`config.mk`:
```
export PLATFORM = sky130hd
export DESIGN_NAME = count_sequencer
export DESIGN_NICKNAME = d
export VERILOG_FILES = /design/src/rtl/count_sequencer.sv
export SDC_FILE = /design/constraint.sdc
export NUM_CORES = 1
export LEC_CHECK = 0
export CAP_MARGIN = 20
export CORE_MARGIN = 3
export CORE_UTILIZATION = 47
export DETAILED_ROUTE_END_ITERATION = 12
export HOLD_SLACK_MARGIN = 0.15
export MAX_ROUTING_LAYER = met4
export PLACE_DENSITY = 0.87
export SYNTH_ARGS = -nofsm -noshare
export SYNTH_HDL_FRONTEND = slang
export SYNTH_SLANG_ARGS = --single-unit
```
`constraint.sdc`:
```
create_clock -name clock -period 2.1 [get_ports clock]
set_input_delay 0.21 -clock clock [delete_from_list [all_inputs] [get_ports clock]]
set_output_delay 0.21 -clock clock [all_outputs]
set_load 0.005 [all_outputs]
```
`src/rtl/count_sequencer.sv`:
```
// Control FSM for a 4-bit up-counter datapath: clears the counter, prescales its
// enable, compares the count against a latched terminal value and reports
// terminal events in one-shot or periodic mode.
module count_sequencer #(
   parameter int unsigned WIDTH      = 4,
   parameter int unsigned PRESCALE_W = 4
) (
   input  logic                  clock,
   input  logic                  reset,
   input  logic                  start,
   input  logic                  stop,
   input  logic                  periodic,
   input  logic [WIDTH-1:0]      term,
   input  logic [PRESCALE_W-1:0] prescale,
   input  logic [WIDTH-1:0]      cnt_value,
   output logic                  cnt_reset,
   output logic                  cnt_enable,
   output logic                  busy,
   output logic                  done,
   output logic                  tick,
   output logic                  start_err
);

   typedef enum logic [1:0] {
      IDLE  = 2'd0,
      CLEAR = 2'd1,
      RUN   = 2'd2,
      DONE  = 2'd3
   } state_t;

   state_t                state;
   logic [WIDTH-1:0]      term_q;
   logic [PRESCALE_W-1:0] presc_q;
   logic                  per_q;
   logic [PRESCALE_W-1:0] div;

   logic match;
   logic div_hit;

   // >= rather than == so an overshooting counter still terminates the run
   assign match   = (cnt_value >= term_q);
   assign div_hit = (div == presc_q);

   // State, latched run settings and prescale divider
   always_ff @(posedge clock) begin
      if (reset) begin
         state   <= IDLE;
         term_q  <= '0;
         presc_q <= '0;
         per_q   <= 1'b0;
         div     <= '0;
      end else begin
         case (state)
            IDLE: begin
               if (start && !stop) begin
                  term_q  <= term;
                  presc_q <= prescale;
                  per_q   <= periodic;
                  state   <= CLEAR;
               end
            end
            CLEAR: begin
               div   <= '0;
               state <= stop ? IDLE : RUN;
            end
            RUN: begin
               if (stop) begin
                  state <= IDLE;
               end else if (match) begin
                  div   <= '0;
                  state <= per_q ? CLEAR : DONE;
               end else if (div_hit) begin
                  div <= '0;
               end else begin
                  div <= div + PRESCALE_W'(1);
               end
            end
            DONE: begin
               if (stop) begin
                  state <= IDLE;
               end else if (start) begin
                  term_q  <= term;
                  presc_q <= prescale;
                  per_q   <= periodic;
                  state   <= CLEAR;
               end
            end
            default: state <= IDLE;
         endcase
      end
   end

   // Outputs decoded from state plus live stop/start; reset forces the counter clear
   always_comb begin
      cnt_reset  = 1'b0;
      cnt_enable = 1'b0;
      busy       = 1'b0;
      done       = 1'b0;
      tick       = 1'b0;
      start_err  = 1'b0;
      if (reset) begin
         cnt_reset = 1'b1;
      end else begin
         case (state)
            CLEAR: begin
               cnt_reset = 1'b1;
               busy      = 1'b1;
               start_err = start && !stop;
            end
            RUN: begin
               busy      = 1'b1;
               start_err = start && !stop;
               if (!stop) begin
                  if (match) begin
                     tick = 1'b1;
                  end else begin
                     cnt_enable = div_hit;
                  end
               end
            end
            DONE: begin
               done = 1'b1;
            end
            default: ;
         endcase
      end
   end

endmodule

```
==> metrics.txt <==
CP Capture Type=primary output; Arr. time, crit path=between 1.5 and 2 ns; routed via count=779; clock skew after layout=0.00613 ns; CP required=1.89 ns; startpoint of the most critical setup path=cnt_value[0]; clock latency reported for the late side of the worst-skew pair=0.28 ns; overall die area=around 2400 um2; number of nets in the synthesized netlist=126; Leakage=0.466 nW; die height=49.4 um; boundary pin count=23; total congestion overflow after global routing=0; DR WL/cell=12.4 um; max-slew violations=0; CTS Root Buffer Type=sky130_fd_sc_hd__clkbuf_4; post-layout worst setup margin=0.0810 ns; pin count of the biggest net entering global routing=10; commonest non-fill, non-tap cells in the layout=20 x sky130_fd_sc_hd__clkdlybuf4s50_1, 13 x sky130_fd_sc_hd__nor2_1, 13 x sky130_fd_sc_hd__dfxtp_1; hold violation total from the final report=0; CTS tree=yes; capture instance of the worst register-to-register path=state[1]; fraction of final layout cells sized beyond drive strength 1=0.171; VDD IR-drop max=465 uV; launching point of the worst reg2reg path=term_q[2]; HPWL after DPL=approximately 1500 um; most common cell after layout, fill and taps aside=sky130_fd_sc_hd__clkdlybuf4s50_1; highest clock rate=495 MHz; worst-case setup slack after placement=-0.215 ns; ratio of routed vias to standard cells=5.06; total routed wirelength=1910 um; x dimension of the die=between 40 and 50 um; placement-stage cell area=between 1000 and 1500 um2; Hold/Removal Path Class=register to register; Yosys cell types=30; accumulated negative setup slack=0 ns; Min-Delay Path Depth=2; buffer count from post-CTS setup fixing=0; count of buffers inserted at the top-level ports=22; first-pass GRT wire length=between 3000 and 4000 um; clock tree sinks=15; slew margin rel.=0.776; All-Layer GR Usage=0.170; outcome=finished, final reports clean; area growth from synthesis to layout=36.3%; Final Wtd Congestion=0.901; remaining routing DRC violations=0; Cell Rows=15; reg2reg setup slack=0.29 ns; antenna cell count=0; post-route core utilization=0.690; total power of the final layout=0.630 mW; Detailed Routing Iterations Pass 1=4; areal power density over the cells=524 nW/um2; antenna violations before repair=0; end of the worst hold path=term_q[3]; FF+latch count, synth=15; clock slew at reported path FFs=0.08 ns; shortest clock period the worst path allows after layout=just over 2 ns; warning count from the yosys run=0; Max-cap violations=0; Min-Delay Startpoint=term_q[3]; startpoint class of the critical path=primary input; Max FO, Critical Path=2; Setup CP Type=primary input to primary output; # hold bufs at CTS=0; core area=1750 um2; share of the clock period used by the worst path after layout=0.961; sequential area share after synthesis=0.340; number of cells on the worst reg-to-reg path=9; number of DRC violations after detailed-routing iteration 0=12; Mean Syn Cell Area=about 9 um2; Starting Density=0.506; final setup fails=0; total clock buffers created by CTS=3; vias in the first global route=760; Post-Synthesis Cells=100; fin area=roughly 1200 um2; actual slew at the worst max-slew pin=0.335 ns; number of nets with antenna violations after routing=0; H-tree levels=1; Post-Synthesis Cell Area=883 um2; Bufs on Longest Clock Path=2; Post-layout nets=156
==> sequential cells by signal (all words and copies together), names as in the netlist <==
signal,cells
term_q,4
div,4
per_q,1
presc_q,4
state,2
==> cells in the mapped netlist <==
cell | instances | area share
sky130_fd_sc_hd__buf_4 | 2 | 0.017
sky130_fd_sc_hd__clkbuf_1 | 2 | 0.0085
sky130_fd_sc_hd__nor2_1 | 13 | 0.055
sky130_fd_sc_hd__inv_1 | 7 | 0.030
sky130_fd_sc_hd__a2bb2oi_2 | 1 | 0.017
sky130_fd_sc_hd__inv_2 | 2 | 0.0085
sky130_fd_sc_hd__dfxtp_1 | 15 | 0.34
sky130_fd_sc_hd__a21oi_1 | 6 | 0.034
sky130_fd_sc_hd__nand4_1 | 1 | 0.0071
sky130_fd_sc_hd__a31oi_2 | 1 | 0.014
sky130_fd_sc_hd__and3_1 | 1 | 0.0071
sky130_fd_sc_hd__a211oi_1 | 1 | 0.0085
sky130_fd_sc_hd__and2_1 | 1 | 0.0071
sky130_fd_sc_hd__o211ai_1 | 1 | 0.0085
sky130_fd_sc_hd__nand3b_1 | 2 | 0.017
sky130_fd_sc_hd__mux2i_1 | 11 | 0.12
sky130_fd_sc_hd__a22oi_1 | 1 | 0.0085
sky130_fd_sc_hd__nor3b_1 | 1 | 0.0085
sky130_fd_sc_hd__nor2b_1 | 3 | 0.021
sky130_fd_sc_hd__a31oi_1 | 1 | 0.0071
sky130_fd_sc_hd__nand2_1 | 5 | 0.021
sky130_fd_sc_hd__nand3_1 | 2 | 0.011
sky130_fd_sc_hd__nor4_1 | 1 | 0.0071
sky130_fd_sc_hd__ha_1 | 9 | 0.13
sky130_fd_sc_hd__nor3_1 | 2 | 0.011
sky130_fd_sc_hd__nor2_2 | 1 | 0.0071
sky130_fd_sc_hd__o21a_2 | 1 | 0.0099
sky130_fd_sc_hd__xnor2_1 | 4 | 0.040
sky130_fd_sc_hd__or2_1 | 1 | 0.0071
sky130_fd_sc_hd__o21a_1 | 1 | 0.0085
==> stage by stage <==
step                      instances  hold slack [ns]
after floorplan                 100            0.357
after global placement          150            0.479
after detailed placement        150            0.494
after CTS                       154            0.515
after global routing            154            0.539
final                           154            0.513
==> how the worst max path moves through the flow <==
stage               slack [ns]    endpoint  depth (start not counted)
finish                    0.08  cnt_enable                          8
global route             -0.02  cnt_enable                          8
CTS                       0.02   start_err                          5
detailed placement       -0.22  cnt_enable                          8
global placement         -0.24  cnt_enable                          8
floorplan                 0.58      div[1]                          8
==> timing repair <==
item,4_1_cts,5_1_grt
pin swaps,0,1
resized for setup,3,8
setup endpoints to repair,3,3
==> critical path: stages <==
cell and delay [ns]:
sky130_fd_sc_hd__clkdlybuf4s50_1 0.45, sky130_fd_sc_hd__inv_1 0.04, sky130_fd_sc_hd__ha_1 0.31, sky130_fd_sc_hd__nor3b_2 0.17, sky130_fd_sc_hd__o21a_2 0.17, sky130_fd_sc_hd__nand2_1 0.06
sky130_fd_sc_hd__nor3_2 0.17, sky130_fd_sc_hd__clkdlybuf4s15_1 0.23
==> layer usage <==
| metal | track usage | wire length (um) | up-vias |
|---|---|---|---|
| met1 | 0.194 | 855 | 362 |
| met3 | 0.0336 | 66 | 2 |
| li1 | - | - | 399 |
| met5 | - | 0 | - |
| met2 | 0.288 | 974 | 16 |
| met4 | 0.0711 | 12 | 0 |
==> where the power goes <==
| group | switching, mW | internal [mW] | leakage [nW] |
|---|---|---|---|
| registers | 0.00981 | 0.297 | 0.123 |
| clock network | 0.0889 | 0.0737 | 0.0150 |
| logic | 0.0695 | 0.0914 | 0.328 |
==> final cells by class <==
type	count	area [um2]
clock buffer	4	26.3
fill	147	542
inverter	9	33.8
multi-input combinational	72	539
sequential	15	305
tap	25	31.3
timing repair buffer	29	268
==> cell families (layout without fill, tap and decap cells) <==
family | after synthesis | after routing | synth area share
buffers and inverters | 13 | 42 | 0.0637
XOR/XNOR | 4 | 4 | 0.0397
flip-flops | 15 | 15 | 0.340
AND/OR/NAND/NOR | 34 | 34 | 0.188
AO/OA/AOI/OAI | 14 | 14 | 0.116
multiplexers | 11 | 11 | 0.125
adder cells (fa/ha/maj) | 9 | 9 | 0.127
No activity file was read; power rests on OpenSTA's default activity.
